**config.mk**
```make
export PLATFORM = sky130hd
export DESIGN_NAME = wb_route_1to2
export DESIGN_NICKNAME = d
export VERILOG_FILES = /design/src/rtl/wb_route_1to2.sv
export SDC_FILE = /design/constraint.sdc
export NUM_CORES = 1
export LEC_CHECK = 0
export ABC_AREA = 1
export BUFFER_PORTS_ARGS = -buffer_cell sky130_fd_sc_hd__buf_2
export CAP_MARGIN = 10
export CORE_MARGIN = 1
export CORE_UTILIZATION = 35
export DETAILED_ROUTE_END_ITERATION = 7
export GPL_TIMING_DRIVEN = 1
export PLACE_DENSITY = 0.63
export SLEW_MARGIN = 20
export SYNTH_ARGS = -nofsm -noshare
export SYNTH_HDL_FRONTEND = slang
export SYNTH_SLANG_ARGS = --single-unit
```
**constraint.sdc**
```tcl
create_clock -name CLK -period 1.46 [get_ports CLK]
set_clock_uncertainty 0.05 [all_clocks]
set_input_delay 0.219 -clock CLK [delete_from_list [all_inputs] [get_ports CLK]]
set_output_delay 0.219 -clock CLK [all_outputs]
set_load 0.005 [all_outputs]
```
**src/rtl/wb_route_1to2.sv**
```systemverilog
// One-to-two router: each input word is steered by S into a one-entry holding register per port.
// Illegal selects (2, 3) are accepted and discarded, and recorded in a sticky flag and a saturating counter.
module wb_route_1to2 #(
    parameter int unsigned WIDTH = 16,
    parameter int unsigned CNTW  = 8
) (
    input  logic             CLK,
    input  logic             RST,
    input  logic [WIDTH-1:0] I,
    input  logic [1:0]       S,
    input  logic             I_VALID,
    output logic             I_READY,
    output logic [WIDTH-1:0] O0,
    output logic [WIDTH-1:0] O1,
    output logic             O0_VALID,
    output logic             O1_VALID,
    input  logic             O0_READY,
    input  logic             O1_READY,
    output logic             ERR,
    output logic [CNTW-1:0]  ERR_CNT,
    input  logic             ERR_CLR
);

    typedef enum logic {
        EMPTY = 1'b0,
        FULL  = 1'b1
    } port_state_e;

    port_state_e      st0_q, st0_d, st1_q, st1_d;
    logic [WIDTH-1:0] o0_q, o0_d, o1_q, o1_d;
    logic             err_q, err_d;
    logic [CNTW-1:0]  cnt_q, cnt_d;
    logic             in_xfer;

    // A port can take a new word if it is empty or is being drained this same cycle.
    always_comb begin
        I_READY = 1'b1;
        case (S)
            2'd0:    I_READY = (st0_q == EMPTY) || O0_READY;
            2'd1:    I_READY = (st1_q == EMPTY) || O1_READY;
            default: I_READY = 1'b1;
        endcase
    end

    always_comb begin
        st0_d   = st0_q;
        st1_d   = st1_q;
        o0_d    = o0_q;
        o1_d    = o1_q;
        err_d   = err_q;
        cnt_d   = cnt_q;
        in_xfer = I_VALID && I_READY;

        if (st0_q == FULL && O0_READY) st0_d = EMPTY;
        if (st1_q == FULL && O1_READY) st1_d = EMPTY;

        // A new word overrides a simultaneous drain, so the port stays full.
        if (in_xfer) begin
            case (S)
                2'd0: begin
                    st0_d = FULL;
                    o0_d  = I;
                end
                2'd1: begin
                    st1_d = FULL;
                    o1_d  = I;
                end
                default: begin
                    err_d = 1'b1;
                    if (cnt_q != {CNTW{1'b1}}) cnt_d = cnt_q + CNTW'(1);
                end
            endcase
        end

        if (ERR_CLR) begin
            err_d = 1'b0;
            cnt_d = '0;
        end
    end

    always_ff @(posedge CLK or posedge RST) begin
        if (RST) begin
            st0_q <= EMPTY;
            st1_q <= EMPTY;
            o0_q  <= '0;
            o1_q  <= '0;
            err_q <= 1'b0;
            cnt_q <= '0;
        end else begin
            st0_q <= st0_d;
            st1_q <= st1_d;
            o0_q  <= o0_d;
            o1_q  <= o1_d;
            err_q <= err_d;
            cnt_q <= cnt_d;
        end
    end

    assign O0       = o0_q;
    assign O1       = o1_q;
    assign O0_VALID = (st0_q == FULL);
    assign O1_VALID = (st1_q == FULL);
    assign ERR      = err_q;
    assign ERR_CNT  = cnt_q;

endmodule

```
==> results.txt <==
- Global placement routability congestion: 0.908
* Critical path data required time: 1.63 ns
- WL final: 3.99 mm
* Fraction of final layout cells with drive strength greater than 1: 0.389
- Final routed wire length divided by cell count: 11.3 µm
- Number of enable flip-flop cells after synthesis: 0
- For the worst setup path, the data arrival time is 1.55 ns.
* Cell accounting for the most synthesized area: sky130_fd_sc_hd__dfrtp_1
- Antenna violations before repair: 0
- Die extent in x: 75.8 µm
* Total clock buffers created by CTS: 5
- The top cell types in the final layout, fill and taps aside, are sky130_fd_sc_hd__buf_2, sky130_fd_sc_hd__nand2_1, sky130_fd_sc_hd__dfrtp_1, sky130_fd_sc_hd__inv_1, sky130_fd_sc_hd__o21ai_1.
* Start point of the worst min-delay path: ERR_CLR
* Share of synthesized registers carrying an async set or reset: 1.00
- In this run the tool buffered the top-level ports with 67 buffer cells.
* Count of nets after finishing: 308
* Status: completed
- CTS placed an instance of sky130_fd_sc_hd__clkbuf_8 at the clock tree root.
- The core region is 5170 µm².
- Worst setup margin: 0.0811 ns
- For this design the top-level I/O count stands at 68.
- The pre-antenna-repair detailed-routing pass consisted of 4 iterations.
* Worst VDD drop: 0.484 mV
* Max-cap check violation count: 0
- Using the TritonRoute via totals, the vias-per-cell ratio works out to 4.34.
- TritonCTS clock tree: done
- Power consumption: 2.88 mW
* Clk sink count: 43
- The number of nets in the synthesized netlist is 234.
- The initial utilization of the core area, before any placement, comes to 0.369.
- Share of the clock period used by the worst path after layout: 0.944
- Flip-flop and latch count after synthesis: 43
* Number of diodes added for antenna fixing: 0
* Insertion delay to the later sink of the worst-skew pair: 0.29 ns
- After legalization and detailed placement, the total HPWL measured 2.80 mm.
- Standard-cell row count: 26
- The min-delay analysis places its worst path in the category in2reg.
- Final sum of negative setup slack: 0 ns
* Final Util: 0.480
- Residual DRC count: 0
- Crit start category: flop
- In this run the worst setup path begins at ERR_CNT[1].
- Measured against its own limit, the worst slew margin works out to 0.819.
- Setup violations remaining at the end of the flow were counted as 0.
* Synth Warn #: 0
- Transition time at the pin with the least slew margin: 0.271 ns
- Worst slack, placed: 0.0390 ns
* Count of filler cells inserted in the layout: 514
* Starting DRT DRC Count: 97
- Number of global-route vias before repair: 1437
- Cells taking the most area after synthesis: sky130_fd_sc_hd__dfrtp_1, sky130_fd_sc_hd__nand2_1, sky130_fd_sc_hd__o21ai_1
- The clock passes through at most 2 buffers.
* Final slew viol count: 0
- Detailed routing inserted a total of 1531 vias.
- Library cells used by synthesis: 22
* Unrepaired setup endpoints after global routing: yes
- Fmax: 0.725 GHz
- Number of H-tree levels: 2
* Highest fanout seen on the critical path: 4
- Largest net degree at the start of global routing: 44
* Antenna violation net count after detailed routing: 0
- All-Layer GR Usage: 0.153
* Leading cell type in the layout, fill and taps excluded: sky130_fd_sc_hd__buf_2
* LEAKAGE: 1.37 nW
* Share of synthesized area occupied by flip-flops and latches: 0.564
* Synthesis-to-finish area growth: 30.2%
* Reg clk slew, reported paths: 0.07 ns
- Die area: 5750 µm²
- The first global-routing pass estimated 6.53 mm of wire.
- Multi-input gate area in the final layout: 669 µm²
* Final critical-path required period: 1.38 ns
- Crit Path Class: reg2reg
* Setup crit end kind: flop
* Die Ht: 75.8 µm
- Combined flip-flop and latch cell area: 1080 µm²
- Average size of a mapped cell: 9.13 µm²
- The startpoint identified for the worst register-to-register timing path is ERR_CNT[1].
- The share of synthesized area in the top cell type comes to 0.564.
- The count of final hold-check violations is 0.
* Post-Syn Instances: 209
- Top flip-flop cell by instance count after synthesis: sky130_fd_sc_hd__dfrtp_1
- After global routing the overflow that remains totals 0.
- In this run the power density over the cells is 1160 nW/µm².
* Post-synthesis cell area: 1910 µm²
-- final cells by class --
class | instances | share of cell area
inverters | 33 | 0.0499
multi-input cells | 127 | 0.270
repair buffers | 73 | 0.169
flip-flops and latches | 43 | 0.433
clock buffers | 5 | 0.0277
well taps | 70 | 0.0353
clock inverters | 2 | 0.0151
-- worst max-delay path: stages, from the launching register on --
cell,delay (ns)
sky130_fd_sc_hd__dfrtp_1,0.40
sky130_fd_sc_hd__ha_2,0.22
sky130_fd_sc_hd__nand2_2,0.08
sky130_fd_sc_hd__nor2_4,0.15
sky130_fd_sc_hd__nand2_2,0.09
sky130_fd_sc_hd__nand2_2,0.06
sky130_fd_sc_hd__nand2_2,0.07
sky130_fd_sc_hd__inv_2,0.09
sky130_fd_sc_hd__nand2_1,0.05
sky130_fd_sc_hd__nand2_1,0.06
-- sequential cells by signal, summed over array words and instances, names as in the netlist --
signal	count
O0	16
O0_VALID	1
ERR	1
O1	16
O1_VALID	1
ERR_CNT	8
-- final timing paths --
| kind | endpoint | slack (ns) | cells after the start |
|---|---|---|---|
| max reg2reg | ERR_CNT[2] | 0.08 | 9 |
| min | ERR | 0.06 | 2 |
| min reg2reg | O1[1] | 0.43 | 2 |
| max | ERR_CNT[2] | 0.08 | 9 |
| min in group asynchronous | O1[13] | 0.45 | 4 |
| max in group asynchronous | ERR | 0.70 | 4 |
-- where the power goes --
group | internal [mW] | leakage, nW | switching (mW)
clock network | 0.500 | 0.0502 | 0.390
logic | 0.261 | 0.768 | 0.273
registers | 1.36 | 0.550 | 0.0889
total | 2.13 | 1.37 | 0.752
-- cell families (layout without fill, tap and decap cells) --
family | count (synthesis) | count (layout) | synth area share
simple gates | 87 | 87 | 0.212
fa+ha+maj | 1 | 1 | 0.00656
flops | 43 | 43 | 0.564
xor+xnor | 2 | 2 | 0.00918
buf+inv | 39 | 113 | 0.0885
compound gates | 37 | 37 | 0.119
-- timing repair --
| item | CTS | global route |
|---|---|---|
| hold buffers | 1 | 0 |
| buffers inserted | 0 | 2 |
| resized for setup | 0 | 2 |
| endpoints found under the setup margin | 0 | 6 |
| endpoints found under the hold margin | 43 | 0 |
-- routing by layer --
| layer | global-route usage | wire, µm | share of wire | up-vias |
|---|---|---|---|---|
| met5 | 0 | 0 | 0 | - |
| met2 | 0.263 | 1940 | 0.49 | 34 |
| met4 | 0.0617 | 46 | 0.012 | 0 |
| met3 | 0.0344 | 167 | 0.042 | 4 |
| met1 | 0.186 | 1840 | 0.46 | 693 |
| li1 | - | - | - | 800 |
-- cells in the mapped netlist (2+ instances only) --
cell type / n
sky130_fd_sc_hd__nor2_1: 12
sky130_fd_sc_hd__nand2_1: 52
sky130_fd_sc_hd__nand4_1: 3
sky130_fd_sc_hd__buf_6: 2
sky130_fd_sc_hd__xor2_1: 2
sky130_fd_sc_hd__nand3_1: 8
sky130_fd_sc_hd__inv_1: 27
sky130_fd_sc_hd__o21ai_2: 10
sky130_fd_sc_hd__inv_2: 6
sky130_fd_sc_hd__nand2_2: 6
sky130_fd_sc_hd__nor2_4: 2
sky130_fd_sc_hd__a31oi_1: 2
sky130_fd_sc_hd__buf_2: 3
sky130_fd_sc_hd__nor2_2: 2
sky130_fd_sc_hd__dfrtp_1: 43
sky130_fd_sc_hd__o21ai_1: 23
-- per-stage QoR --
| step | hold WS (ns) | instance area [µm²] | cells |
|---|---|---|---|
| 6_report | 0.0554 | 2480 | 353 |
| 4_1_cts | 0.0453 | 2460 | 351 |
| 3_5_place_dp | 0.221 | 2350 | 343 |
| 3_3_place_gp | 0.218 | 2350 | 343 |
| 5_1_grt | 0.0477 | 2480 | 353 |
| 2_1_floorplan | 0.235 | 1910 | 209 |
No activity file was read; power rests on OpenSTA's default activity.
